$ cat src/rtl/alu_arbiter.sv
// alu_arbiter: round-robin arbiter that lets two requesters share one
// multi-cycle ALU. A granted operation is issued for one cycle, then the
// arbiter waits for the ALU's result_ready, captures result/flags and
// pulses done to the owning requester.
//
// Ports
//   clk, rst                 clock, asynchronous active-low reset
//   req0/1, opcode0/1        request and opcode per requester
//   a0/b0/a1/b1, cin*/bin*   operands and carry/borrow in per requester
//   gnt0/1, done0/1          ownership and one-cycle completion pulse
//   result, flags            captured {overflow,negative,zero,carry,borrow}
//   err                      one-cycle timeout pulse, coincident with done
//   alu_*                    outputs to / inputs from the shared ALU
//
// Build option: define ALU_ARB_TIMEOUT_EN to abort a WAIT lasting TIMEOUT
// cycles (result/flags forced to zero, err pulsed). Without it the arbiter
// waits for the ALU indefinitely and err is tied low.
//
// state | meaning
// IDLE  | no operation; arbitrate and latch winner when any req is high
// ISSUE | operands presented, alu_input_ready high for this one cycle
// WAIT  | ALU busy; leave on alu_result_ready (or timeout when enabled)
// DONE  | result captured, done pulse to the owner
module alu_arbiter #(
  parameter int TIMEOUT = 16
) (
  input  logic       clk,
  input  logic       rst,
  input  logic       req0,
  input  logic       req1,
  input  logic [4:0] opcode0,
  input  logic [4:0] opcode1,
  input  logic [7:0] a0,
  input  logic [7:0] b0,
  input  logic [7:0] a1,
  input  logic [7:0] b1,
  input  logic       cin0,
  input  logic       bin0,
  input  logic       cin1,
  input  logic       bin1,
  output logic       gnt0,
  output logic       gnt1,
  output logic       done0,
  output logic       done1,
  output logic [7:0] result,
  output logic [4:0] flags,
  output logic       err,
  output logic [4:0] alu_opcode,
  output logic [7:0] alu_operand_A,
  output logic [7:0] alu_operand_B,
  output logic       alu_carry_in,
  output logic       alu_borrow_in,
  output logic       alu_enable,
  output logic       alu_input_ready,
  input  logic [7:0] alu_result_out,
  input  logic       alu_result_ready,
  input  logic       alu_carry_out,
  input  logic       alu_borrow_out,
  input  logic       alu_zero,
  input  logic       alu_negative,
  input  logic       alu_overflow
);

  typedef enum logic [1:0] {
    IDLE  = 2'd0,
    ISSUE = 2'd1,
    WAIT  = 2'd2,
    DONE  = 2'd3
  } state_t;

  state_t state, state_nxt;
  logic   last_grant;
  logic   any_req;
  logic   winner;
  logic   wait_expired;

  assign any_req = req0 | req1;
  // On a tie the requester that did not own the ALU last time wins.
  assign winner  = (req0 & req1) ? ~last_grant : req1;

`ifdef ALU_ARB_TIMEOUT_EN
  localparam int CNT_W = (TIMEOUT > 1) ? $clog2(TIMEOUT) : 1;
  localparam logic [CNT_W-1:0] CNT_LAST = CNT_W'(TIMEOUT - 1);

  logic [CNT_W-1:0] wait_cnt;
  logic             timed_out;

  always_ff @(posedge clk or negedge rst) begin
    if (!rst) begin
      wait_cnt  <= '0;
      timed_out <= 1'b0;
    end else begin
      if (state == ISSUE) wait_cnt <= '0;
      else if (state == WAIT) wait_cnt <= wait_cnt + 1'b1;
      // Remember why WAIT was left so err can accompany the done pulse.
      if (state == WAIT) timed_out <= wait_expired;
    end
  end

  // The counter value equals the number of WAIT cycles already completed.
  assign wait_expired = (state == WAIT) && !alu_result_ready && (wait_cnt == CNT_LAST);
  assign err          = (state == DONE) && timed_out;
`else
  // TIMEOUT has no effect without the counter.
  logic unused_timeout;
  assign unused_timeout = ^TIMEOUT;
  assign wait_expired   = 1'b0;
  assign err            = 1'b0;
`endif

  always_ff @(posedge clk or negedge rst) begin
    if (!rst) state <= IDLE;
    else      state <= state_nxt;
  end

  always_comb begin
    state_nxt = state;
    case (state)
      IDLE:    if (any_req) state_nxt = ISSUE;
      ISSUE:   state_nxt = WAIT;
      WAIT:    if (alu_result_ready || wait_expired) state_nxt = DONE;
      DONE:    state_nxt = IDLE;
      default: state_nxt = IDLE;
    endcase
  end

  always_comb begin
    gnt0            = 1'b0;
    gnt1            = 1'b0;
    done0           = 1'b0;
    done1           = 1'b0;
    alu_enable      = 1'b0;
    alu_input_ready = 1'b0;
    case (state)
      ISSUE: begin
        gnt0            = ~last_grant;
        gnt1            = last_grant;
        alu_enable      = 1'b1;
        alu_input_ready = 1'b1;
      end
      WAIT: begin
        gnt0       = ~last_grant;
        gnt1       = last_grant;
        alu_enable = 1'b1;
      end
      DONE: begin
        gnt0  = ~last_grant;
        gnt1  = last_grant;
        done0 = ~last_grant;
        done1 = last_grant;
      end
      default: ;
    endcase
  end

  // Operand ports are loaded on the IDLE->ISSUE edge and then left alone,
  // so they stay stable for the whole operation.
  always_ff @(posedge clk or negedge rst) begin
    if (!rst) begin
      last_grant    <= 1'b1;
      alu_opcode    <= '0;
      alu_operand_A <= '0;
      alu_operand_B <= '0;
      alu_carry_in  <= 1'b0;
      alu_borrow_in <= 1'b0;
      result        <= '0;
      flags         <= '0;
    end else begin
      if (state == IDLE && any_req) begin
        last_grant <= winner;
        if (winner) begin
          alu_opcode    <= opcode1;
          alu_operand_A <= a1;
          alu_operand_B <= b1;
          alu_carry_in  <= cin1;
          alu_borrow_in <= bin1;
        end else begin
          alu_opcode    <= opcode0;
          alu_operand_A <= a0;
          alu_operand_B <= b0;
          alu_carry_in  <= cin0;
          alu_borrow_in <= bin0;
        end
      end
      if (state == WAIT && alu_result_ready) begin
        result <= alu_result_out;
        flags  <= {alu_overflow, alu_negative, alu_zero, alu_carry_out, alu_borrow_out};
      end else if (wait_expired) begin
        result <= '0;
        flags  <= '0;
      end
    end
  end

endmodule
$ cat config.mk
export PLATFORM = sky130hd
export DESIGN_NAME = alu_arbiter
export DESIGN_NICKNAME = d
export VERILOG_FILES = /design/src/rtl/alu_arbiter.sv
export SDC_FILE = /design/constraint.sdc
export NUM_CORES = 1
export LEC_CHECK = 0
export ABC_AREA = 1
export BUFFER_PORTS_ARGS = -buffer_cell sky130_fd_sc_hd__clkbuf_2
export CORE_MARGIN = 2
export CORE_UTILIZATION = 40
export CTS_CLUSTER_DIAMETER = 100
export DETAILED_ROUTE_END_ITERATION = 12
export MAX_ROUTING_LAYER = met4
export PLACE_DENSITY_LB_ADDON = 0.3
export RECOVER_POWER = 100
export SLEW_MARGIN = 10
export SYNTH_ARGS = -nofsm -noshare
export SYNTH_HDL_FRONTEND = slang
export SYNTH_SLANG_ARGS = --single-unit
$ cat constraint.sdc
create_clock -name clk -period 1.9 [get_ports clk]
set_clock_uncertainty 0.15 [all_clocks]
set_input_delay 0.19 -clock clk [delete_from_list [all_inputs] [get_ports clk]]
set_output_delay 0.19 -clock clk [all_outputs]
set_load 0.02 [all_outputs]
# Word level (Yosys, flattened, before mapping)
# Index checks and enable logic that the tools add are counted.
# word_totals
register_bits,39
latch_bits,0
ram_bits,0
mem_bits_ro,0
out_inout_bits,43
word_cells,38
memories,0
# classes
n_addsub,0
multipliers,0
div,0
order_cmp,0
n_eq_ne,5
shift,0
muxes,15
n_bitwise,3
n_reduce_logical,6
# ops
operator,n
2-to-1 mux 8 bit,2
2-to-1 mux 1 bit,9
one-hot mux 2 bit (4 select lines),1
2-to-1 mux 5 bit,1
== test 2 bit (second input constant),2
2-to-1 mux 2 bit,2
!= test 2 bit (second input constant),2
OR reduction 3 bit,1
== test 2 x 1 -> 1 bit (second input constant),1
logical AND 1 bit,2
zero test 2 bit,1
AND reduction 2 bit,1
OR reduction 2 bit,1
bitwise AND 1 bit,1
NOT 1 bit,1
bitwise OR 1 bit,1

# Longest topological paths before layout
# Gate-level depths: netlist of run 1.
# logic_depth
ltp_word,3
ltp_mapped,7
depth_no_buf,6

# Worst setup path before layout of run 1
# OpenSTA, ideal clock, no wires.
# synth_timing
kind,reg-to-reg
startpoint,register state[0]
endpoint,register alu_borrow_in
setup_ps,65
t_arrival_ps,1214
required_time_ps,1685
path_slack_ps,471
path_stages_with_launch,8
path_buffers,1
period_less_slack_ps,1429
path_cell_list,dfrtp_1 > inv_1 > ha_1 > inv_1 > nor2_2 > buf_4 > nand3_1 > nand2_1
# synth_between
elab_chain_len,2
# synth_rtl
element,line,rtl
start: declaration,71,"state_t state, state_nxt;"
start signal: assignment,113,else state <= state_nxt;
zero test 2 bit,169,if (state == IDLE && any_req) begin
logical AND 1 bit,169,
end signal: assignment,176,alu_borrow_in <= bin1;
end signal: assignment,182,alu_borrow_in <= bin0;
end: declaration,52,"output logic alu_borrow_in,"
# Every way passes these cells.
# A chain may end at the register's enable or synchronous reset.

# Final worst setup path of run 1
# layout_timing
startpoint,register state[1]
endpoint,output port alu_enable
# layout_between
elab_chain_len,3
word_cells_on_any_way,4
cone_classes,eq/ne: 2; mux: 1; reduce/logical: 1
# layout_rtl
element,line,rtl
== test 2 bit or == test 2 x 1 -> 1 bit (tied branches),134,case (state)
OR reduction 2 bit (no source line) (*),--,
2-to-1 mux 1 bit (*),134,
end: declaration,53,"output logic alu_enable,"
# Every way passes the cells marked *; elsewhere a longest branch is shown, timed or not.

==> flow_metrics.py, run 1 <==
metrics = {
    "outcome": {
        "status": "completed",
    },
    "worst_setup_path": {
        "r2r_end": "alu_operand_A[3]$_DFFE_PN0P_",
        "rr_startpoint": "state[1]$_DFFE_PN0P_",
        "start_kind": "register",
        "timing_worst_setup_path_type": "register to primary output",
        "critPathSlowestCell": "dfrtp_1",
        "crit_buf_inv": 2,
        "worst-r2r-setup-slack_ns": 0.31,
        "slowest_delay_ns": 0.41,
        "crit_chain": "inv_1 -> ha_1 -> clkbuf_1",
        "cp_top_family": "flip-flops",
        "worstPathArrival_ns": 1.33,
        "required_ns": 1.56,
        "crit_path_start": "state[1]$_DFFE_PN0P_",
        "crit_fanout": 4,
        "critPathCaptureType": "primary output",
        "rr_worst_depth": 7,
    },
    "floorplanning": {
        "fp.dieW_um": 76.1,
        "row_count": 26,
        "die_h_um": 76.1,
        "core-area_um2": 5070,
        "dieArea_um2": 5790,
        "design.portCount": 107,
        "start_util_pct": 41.0,
    },
    "timing": {
        "worst_slew_pin_slew_ns": 1.16,
        "fin_crit_sh_pct": 87.8,
        "tns_ns": 0,
        "fmax_mhz": 600,
        "finalMaxSlewViolations": 0,
        "setup_ws_ns": 0.232,
        "fin_crit_ns": 1.67,
        "rsz0062_at_grt": "no",
        "setup_violations": 0,
        "relSlewSlack_pct": 22.5,
        "final-hold-violation-count": 0,
    },
    "final_layout": {
        "final_common_cell": "nand2_1",
        "drive_gt1_share_pct": 19.9,
        "syn_to_final_growth_pct": 37.9,
        "nets": 475,
        "layout_common_cells": "105 x nand2_1, 62 x clkbuf_2, 61 x nand3_1",
        "antenna_cells": 0,
    },
    "worst_hold_path": {
        "hold_depth": 5,
        "hold_path_end": "alu_operand_B[7]$_DFFE_PN0P_",
        "hp-start": "b0[7]",
        "hold_class": "primary input to register",
    },
    "logic_synthesis": {
        "yosysTopAreaCell": "dfrtp_1",
        "ys_seq_elements": 39,
        "yosysTopAreaCellShare_pct": 45.7,
        "yosysUniqueCellTypes": 16,
        "yosys_warnings": 0,
        "synth_area_leaders": "dfrtp_1 46%, nand2_1 19%, nand3_1 15%",
        "synthesis.area_um2": 2080,
        "avgSynthCellArea_um2": 7.20,
        "syn-instance-count": 289,
        "synth_seq_area_share_pct": 47.0,
        "syn-num-nets": 358,
    },
    "global_routing": {
        "grt_pass1_vias": 2016,
        "antenna_found_initial": 0,
        "grt.overflow.total": 0,
        "grt_usage_pct": 20.4,
        "grt_max_degree": 26,
        "grt_pass1_wl_mm": 9.32,
    },
    "drt": {
        "ant_nets": 0,
        "drt_iter0_markers": 79,
        "dr.pass1.iters": 4,
        "drc": 0,
        "wl_per_cell_um": 11.6,
        "dr_total_vias": 2114,
        "vias_per_cell": 4.43,
        "wirelength_mm": 5.53,
    },
    "power_and_ir_drop": {
        "finalPower_mw": 4.33,
        "leakagePower_nw": 1.71,
        "p_per_area_nw_per_um2": 1510,
        "ir_drop_mv": 0.899,
    },
    "job": {
        "cap_violations": 0,
    },
    "clock_network": {
        "cts_buffers": 5,
        "cts.sinks": 39,
        "path_clk_slew_ns": 0.07,
        "cts_setup_buffers": 0,
        "ctsResizeCount": 0,
        "clock_path_buffers": 2,
        "htreeDepth": 2,
        "clock_latency_ns": 0.28,
        "cts_tree": "built",
        "cts.root.buffer_cell": "clkbuf_8",
    },
    "placed_design": {
        "gp_congestion": 0.728,
        "dp_hpwl_mm": 3.71,
        "dpl_worst_slack_ns": 0.323,
        "portBuffers": 105,
    },
}
-- flip-flops by register name, indices dropped and copies added, names as in the netlist --
signal	count
last_grant	1
alu_operand_A	8
alu_operand_B	8
alu_opcode	5
state	2
flags	5
alu_carry_in	1
result	8
alu_borrow_in	1
-- cell families (layout without fill, tap and decap cells) --
logic type / count (synthesis) / count (layout) / synth area share, %
buf+inv: 68 / 186 / 13.6
flops: 39 / 39 / 47.0
compound gates: 2 / 2 / 0.662
other cells: 1 / 1 / 0.180
fa+ha+maj: 5 / 5 / 3.01
simple gates: 174 / 174 / 35.6
-- worst max path at each step --
stage                                              end  depth (start not counted)
after floorplan              alu_borrow_in$_DFFE_PN0P_                          7
after global placement    alu_operand_A[1]$_DFFE_PN0P_                          5
after detailed placement  alu_operand_B[5]$_DFFE_PN0P_                          5
after CTS                                   alu_enable                          3
after global routing                              gnt1                          4
final                                       alu_enable                          3
-- stage by stage --
step | hold slack [ns] | area [µm²] | instances | utilization [%]
floorplan | -0.256 | 2080 | 289 | -
global placement | 0.0333 | 2670 | 455 | 52.5
detailed placement | 0.0348 | 2670 | 455 | 52.5
CTS | 0.0365 | 2920 | 477 | 57.6
global route | 0.0524 | 2870 | 477 | 56.5
finish | 0.0452 | 2870 | 477 | 56.5
-- Yosys cell counts, drive strengths merged --
cell type / instances
clkbuf: 5
o21ai: 2
or2: 1
nor2: 5
ha: 5
buf: 10
nand3: 61
inv: 53
dfstp: 1
dfrtp: 38
nand2: 107
conb: 1
-- layer usage --
| metal | share of wire [%] | GRT usage (%) | wire length [µm] |
|---|---|---|---|
| met1 | 44 | 25.6 | 2450 |
| met2 | 47 | 32.9 | 2580 |
| met3 | 7.4 | 5.33 | 407 |
| met4 | 1.5 | 5.64 | 82 |
| met5 | 0 | - | 0 |
-- what timing repair did --
| action | CTS | global route |
|---|---|---|
| endpoints found under the setup margin | 0 | 0 |
| endpoints found under the hold margin | 32 | 0 |
| hold buffers | 14 | 0 |
-- power breakdown --
group	switching (mW)	leakage, nW	internal, mW
combinational	1.48	1.17	0.651
clock	0.276	0.0612	0.425
sequential	0.254	0.477	1.25
-- tightest hold or removal path, delay by kind of cell --
kind          cells  cell delay, ns
simple gates      3            0.14
buf+inv           2            0.12
-- final cells by class --
cell class	count	area, µm²
clock buffers	6	82.6
clock inverters	2	35.0
fillers	540	2210
inverters	53	199
multi-input cells	182	817
flip-flops and latches	39	977
well taps	70	87.6
repair buffers	125	669
Power figures use the tool's default switching activity.
==> inputs of run 2 (changes only) <==
--- a/config.mk
+++ b/config.mk
@@ -12,7 +12,7 @@
 export CTS_CLUSTER_DIAMETER = 100
 export DETAILED_ROUTE_END_ITERATION = 12
 export MAX_ROUTING_LAYER = met4
-export PLACE_DENSITY_LB_ADDON = 0.3
+export PLACE_DENSITY_LB_ADDON = 0.05
 export RECOVER_POWER = 100
 export SLEW_MARGIN = 10
 export SYNTH_ARGS = -nofsm -noshare
==> run 2 against run 1 <==
Sequential cell count unchanged; die area stayed put; non-clock buffer count unchanged; sequential share of layout area fell by 0.13 points; largest cell class unchanged.
==> flow_metrics.py, run 2 (synthesized netlist as in run 1, its figures left out) <==
metrics = {
    "power_and_ir_drop": {
        "p_sw_share_pct": 45.2,
        "finalPower_mw": 4.45,
        "leakagePower_nw": 1.71,
        "p_comb_share_pct": 47.7,
        "pwr-share-clk_pct": 18.4,
        "ir_drop_mv": 0.617,
        "p_int_mw": 2.44,
        "p_per_area_nw_per_um2": 1550,
        "sequentialPowerShare_pct": 33.9,
        "switching_power_mw": 2.01,
    },
    "final_layout": {
        "largestRegisters": "alu_operand_A: 8 flops, alu_operand_B: 8 flops, result: 8 flops",
        "regArea_um2": 977,
        "final_cells": 477,
        "fill_cells": 538,
        "multi_input_area_um2": 820,
        "layout_common_cells": "105 x nand2_1, 63 x clkbuf_2, 61 x nand3_1",
        "antenna_cells": 0,
        "final_area_um2": 2880,
        "final_core_util_pct": 56.7,
        "syn_to_final_growth_pct": 38.4,
        "nets": 475,
        "final_common_cell": "nand2_1",
        "drive_gt1_share_pct": 19.7,
    },
    "drt": {
        "drc": 0,
        "wl_per_cell_um": 11.6,
        "wirelength_mm": 5.52,
        "vias_per_cell": 4.47,
        "dr_total_vias": 2133,
        "dr.pass1.iters": 5,
        "ant_nets": 0,
        "drt_iter0_markers": 72,
    },
    "clock_network": {
        "clock_latency_ns": 0.30,
        "path_clk_slew_ns": 0.08,
        "cts.root.buffer_cell": "clkbuf_8",
        "cts_buffers": 5,
        "cts_tree": "built",
        "cts.sinks": 39,
        "cts_setup_buffers": 0,
        "clock_path_buffers": 2,
        "htreeDepth": 2,
    },
    "timing": {
        "fin_crit_ns": 1.70,
        "finalMaxSlewViolations": 0,
        "fin_crit_sh_pct": 89.7,
        "fmax_mhz": 587,
        "rsz0062_at_grt": "no",
        "relSlewSlack_pct": 34.6,
        "setup_ws_ns": 0.196,
        "setup_violations": 0,
        "tns_ns": 0,
        "whs_ns": 0.0307,
        "final-hold-violation-count": 0,
        "worst_slew_pin_slew_ns": 0.981,
    },
    "worst_hold_path": {
        "hp-start": "a0[0]",
        "hold_class": "primary input to register",
        "hold_path_end": "alu_operand_A[0]$_DFFE_PN0P_",
        "hold_depth": 5,
    },
    "worst_setup_path": {
        "start_kind": "register",
        "timing_worst_setup_path_type": "register to primary output",
        "r2r_end": "last_grant$_DFFE_PN1P_",
        "rr_startpoint": "state[0]$_DFFE_PN0P_",
        "required_ns": 1.56,
        "worst-r2r-setup-slack_ns": 0.28,
        "rr_worst_depth": 5,
        "crit_fanout": 4,
        "worstPathArrival_ns": 1.36,
        "critPathCaptureType": "primary output",
    },
    "global_routing": {
        "antenna_found_initial": 0,
        "grt_usage_pct": 20.5,
        "grt_max_degree": 26,
        "grt_pass1_vias": 2106,
        "grt.overflow.total": 0,
        "grt_pass1_wl_mm": 9.38,
    },
    "floorplanning": {
        "core-area_um2": 5070,
        "start_util_pct": 41.0,
        "die_h_um": 76.1,
        "design.portCount": 107,
        "fp.dieW_um": 76.1,
        "row_count": 26,
        "dieArea_um2": 5790,
    },
    "placed_design": {
        "place_area_um2": 2670,
        "gp_congestion": 0.795,
        "dp.cells": 455,
        "dpl_worst_slack_ns": 0.287,
        "dp_hpwl_mm": 3.69,
        "portBuffers": 105,
    },
    "outcome": {
        "status": "completed",
    },
    "job": {
        "cap_violations": 0,
    },
}
[run 2: cell count changes in the layout (fill, tap and decap cells not counted), sizes merged]
cell	previous run	this run
bufinv	1	2
buf	6	4
clkbuf	111	113
clkinv	1	0
[run 2: area by class of cell]
cell class | count | share of cell area [%]
Sequential cell | 39 | 33.9
Timing Repair Buffer | 125 | 23.0
Inverter | 53 | 6.91
Clock buffer | 6 | 2.52
Multi-Input combinational cell | 182 | 28.5
Clock inverter | 2 | 2.09
Tap cell | 70 | 3.04
[run 2: metal layers]
layer	global-route usage, %	part of all wire, %
met5	-	0
met4	6.00	1.3
met3	4.50	5.0
met2	33.5	47
met1	25.8	46
[run 2: worst max path at each step]
stage	slack, ns	to	startpoint	cells past startpoint
final	0.20	gnt1	state[0]$_DFFE_PN0P_	4
after global routing	0.09	gnt1	state[0]$_DFFE_PN0P_	4
after CTS	0.25	gnt1	state[0]$_DFFE_PN0P_	4
after detailed placement	0.29	last_grant$_DFFE_PN1P_	state[0]$_DFFE_PN0P_	5
after global placement	0.33	alu_operand_B[3]$_DFFE_PN0P_	state[0]$_DFFE_PN0P_	5
after floorplan	0.47	alu_borrow_in$_DFFE_PN0P_	state[0]$_DFFE_PN0P_	7
[run 2: critical path, cell delays in order, from the launching register on]
cell	delay, ns
dfrtp_1	0.41
inv_1	0.10
ha_1	0.21
nor2_1	0.11
clkbuf_1	0.24
[run 2: power groups by stage]
| stage | Combinational (mW) | Sequential (mW) | Clock [mW] |
|---|---|---|---|
| floorplan | 1.04 | 1.94 | 0 |
| global placement | 2.20 | 1.53 | 0 |
| detailed placement | 2.24 | 1.52 | 0 |
| CTS | 2.27 | 1.51 | 0.841 |
| global route | 2.40 | 1.56 | 0.875 |
| finish | 2.12 | 1.51 | 0.820 |
[run 2: timing repair]
action / CTS / global route
hold buffers: 14 / 0
gates resized for setup: 0 / 0
endpoints found under the hold margin: 34 / 0
setup endpoints to repair: 0 / 0
==> inputs of run 3 (changes only) <==
--- a/config.mk
+++ b/config.mk
@@ -14,6 +14,7 @@
 export MAX_ROUTING_LAYER = met4
 export PLACE_DENSITY_LB_ADDON = 0.05
 export RECOVER_POWER = 100
+export REMOVE_ABC_BUFFERS = 1
 export SLEW_MARGIN = 10
 export SYNTH_ARGS = -nofsm -noshare
 export SYNTH_HDL_FRONTEND = slang
==> run 3 against run 2 <==
Core utilization down 0.69 points; worst setup slack improved by 0.030 ns; combinational power is essentially flat; count of clock-buffer cells in the layout increased by 2; hold slack better by 0.013 ns; global-route usage shrank 1.6 points; die area stayed put; largest cell class unchanged.
==> flow_metrics.py, run 3 (synthesized netlist as in run 1, its figures left out) <==
metrics = {
    "timing": {
        "tns_ns": 0,
        "relSlewSlack_pct": 34.8,
        "rsz0062_at_grt": "no",
        "fin_crit_ns": 1.67,
        "final-hold-violation-count": 0,
        "finalMaxSlewViolations": 0,
        "worst_slew_pin_slew_ns": 0.978,
        "fmax_mhz": 597,
        "whs_ns": 0.0436,
        "setup_violations": 0,
        "fin_crit_sh_pct": 88.1,
    },
    "final_layout": {
        "nets": 474,
        "final_cells": 476,
        "layout_common_cells": "105 x nand2_1, 64 x clkbuf_2, 61 x nand3_1",
        "final_common_cell": "nand2_1",
        "largestRegisters": "alu_operand_A: 8 flops, alu_operand_B: 8 flops, result: 8 flops",
        "syn_to_final_growth_pct": 36.8,
        "antenna_cells": 0,
        "drive_gt1_share_pct": 20.0,
    },
    "power_and_ir_drop": {
        "ir_drop_mv": 0.522,
        "pwr-share-clk_pct": 14.2,
        "p_per_area_nw_per_um2": 1490,
        "switching_power_mw": 1.99,
        "leakagePower_nw": 1.70,
        "sequentialPowerShare_pct": 35.5,
        "p_comb_share_pct": 50.3,
        "p_sw_share_pct": 47.0,
        "p_int_mw": 2.25,
        "finalPower_mw": 4.24,
    },
    "global_routing": {
        "grt_pass1_vias": 1919,
        "grt_max_degree": 40,
        "grt.overflow.total": 0,
        "antenna_found_initial": 0,
        "grt_pass1_wl_mm": 8.71,
        "grt_usage_pct": 18.9,
    },
    "placed_design": {
        "dp.cells": 454,
        "dp_hpwl_mm": 3.56,
        "gp_congestion": 0.718,
        "portBuffers": 105,
    },
    "drt": {
        "ant_nets": 0,
        "dr_total_vias": 2087,
        "dr.pass1.iters": 4,
        "vias_per_cell": 4.38,
        "drt_iter0_markers": 70,
        "drc": 0,
        "wl_per_cell_um": 11.1,
        "wirelength_mm": 5.29,
    },
    "clock_network": {
        "htreeDepth": 2,
        "clock_path_buffers": 2,
        "ctsResizeCount": 0,
        "cts_setup_buffers": 0,
        "clock_latency_ns": 0.28,
        "cts.sinks": 39,
        "cts_hold_buf": 14,
        "path_clk_slew_ns": 0.07,
        "cts_tree": "built",
        "cts.root.buffer_cell": "clkbuf_8",
        "cts_buffers": 5,
    },
    "floorplanning": {
        "dieArea_um2": 5790,
        "core-area_um2": 5070,
        "row_count": 26,
        "start_util_pct": 41.0,
        "design.portCount": 107,
        "fp.dieW_um": 76.1,
        "die_h_um": 76.1,
    },
    "worst_setup_path": {
        "required_ns": 1.56,
        "critPathSlowestCell": "dfrtp_1",
        "crit_chain": "inv_1 -> ha_1 -> nor2_1 -> clkbuf_1",
        "worstPathArrival_ns": 1.33,
        "rr_startpoint": "state[0]$_DFFE_PN0P_",
        "crit_buf_inv": 2,
        "crit_path_start": "state[0]$_DFFE_PN0P_",
        "slowest_delay_ns": 0.41,
        "cp.depth": 4,
        "critPathCaptureType": "primary output",
        "cp_top_family": "flip-flops",
        "rr_worst_depth": 7,
        "worst-r2r-setup-slack_ns": 0.30,
        "timing_worst_setup_path_type": "register to primary output",
        "endpoint": "gnt1",
        "crit_fanout": 4,
        "start_kind": "register",
        "r2r_end": "alu_operand_B[7]$_DFFE_PN0P_",
    },
    "outcome": {
        "status": "completed",
    },
    "job": {
        "cap_violations": 0,
    },
    "worst_hold_path": {
        "hold_class": "primary input to register",
    },
}
## run 3: how the worst min path moves through the flow
stage	slack (ns)	startpoint	cells after the start	end
4_1_cts	0.04	a0[3]	5	alu_operand_A[3]$_DFFE_PN0P_
5_1_grt	0.05	b0[1]	5	alu_operand_B[1]$_DFFE_PN0P_
6_report	0.04	a0[3]	5	alu_operand_A[3]$_DFFE_PN0P_
3_5_place_dp	0.13	rst	2	flags[0]$_DFFE_PN0P_
2_1_floorplan	-0.26	rst	0	alu_borrow_in$_DFFE_PN0P_
3_3_place_gp	0.13	rst	2	flags[0]$_DFFE_PN0P_
## run 3: metrics by stage
step           setup slack, ns  utilization (%)  area, µm²
3_5_place_dp             0.278             52.4       2660
4_1_cts                  0.253             57.1       2900
6_report                 0.226             56.0       2840
5_1_grt                  0.124             56.0       2840
2_1_floorplan            0.230                -       2000
3_3_place_gp             0.311             52.4       2660
## run 3: cell type report
type                            count  area (µm²)
Clock buffer                        8         100
Multi-Input combinational cell    182         820
Tap cell                           70        87.6
Fill cell                         519        2230
Inverter                           53         199
Sequential cell                    39         977
Timing Repair Buffer              124         661
## run 3: power by group through the flow
stage | Combinational, mW | Clock, mW | Sequential [mW]
after global routing | 2.36 | 0.653 | 1.56
after global placement | 2.20 | 0 | 1.53
final | 2.13 | 0.602 | 1.51
after CTS | 2.27 | 0.618 | 1.51
after floorplan | 0.959 | 0 | 1.94
after detailed placement | 2.25 | 0 | 1.51
## run 3: per-layer routing
metal	global-route usage (%)	routed length, µm
met4	5.09	41
met2	30.6	2570
met3	3.79	312
met5	-	0
met1	24.3	2360
## run 3: worst min-delay path, cell delays in order
cell	delay, ns
clkbuf_2	0.08
inv_1	0.04
nand2_1	0.04
nand3_1	0.05
nand2_1	0.04
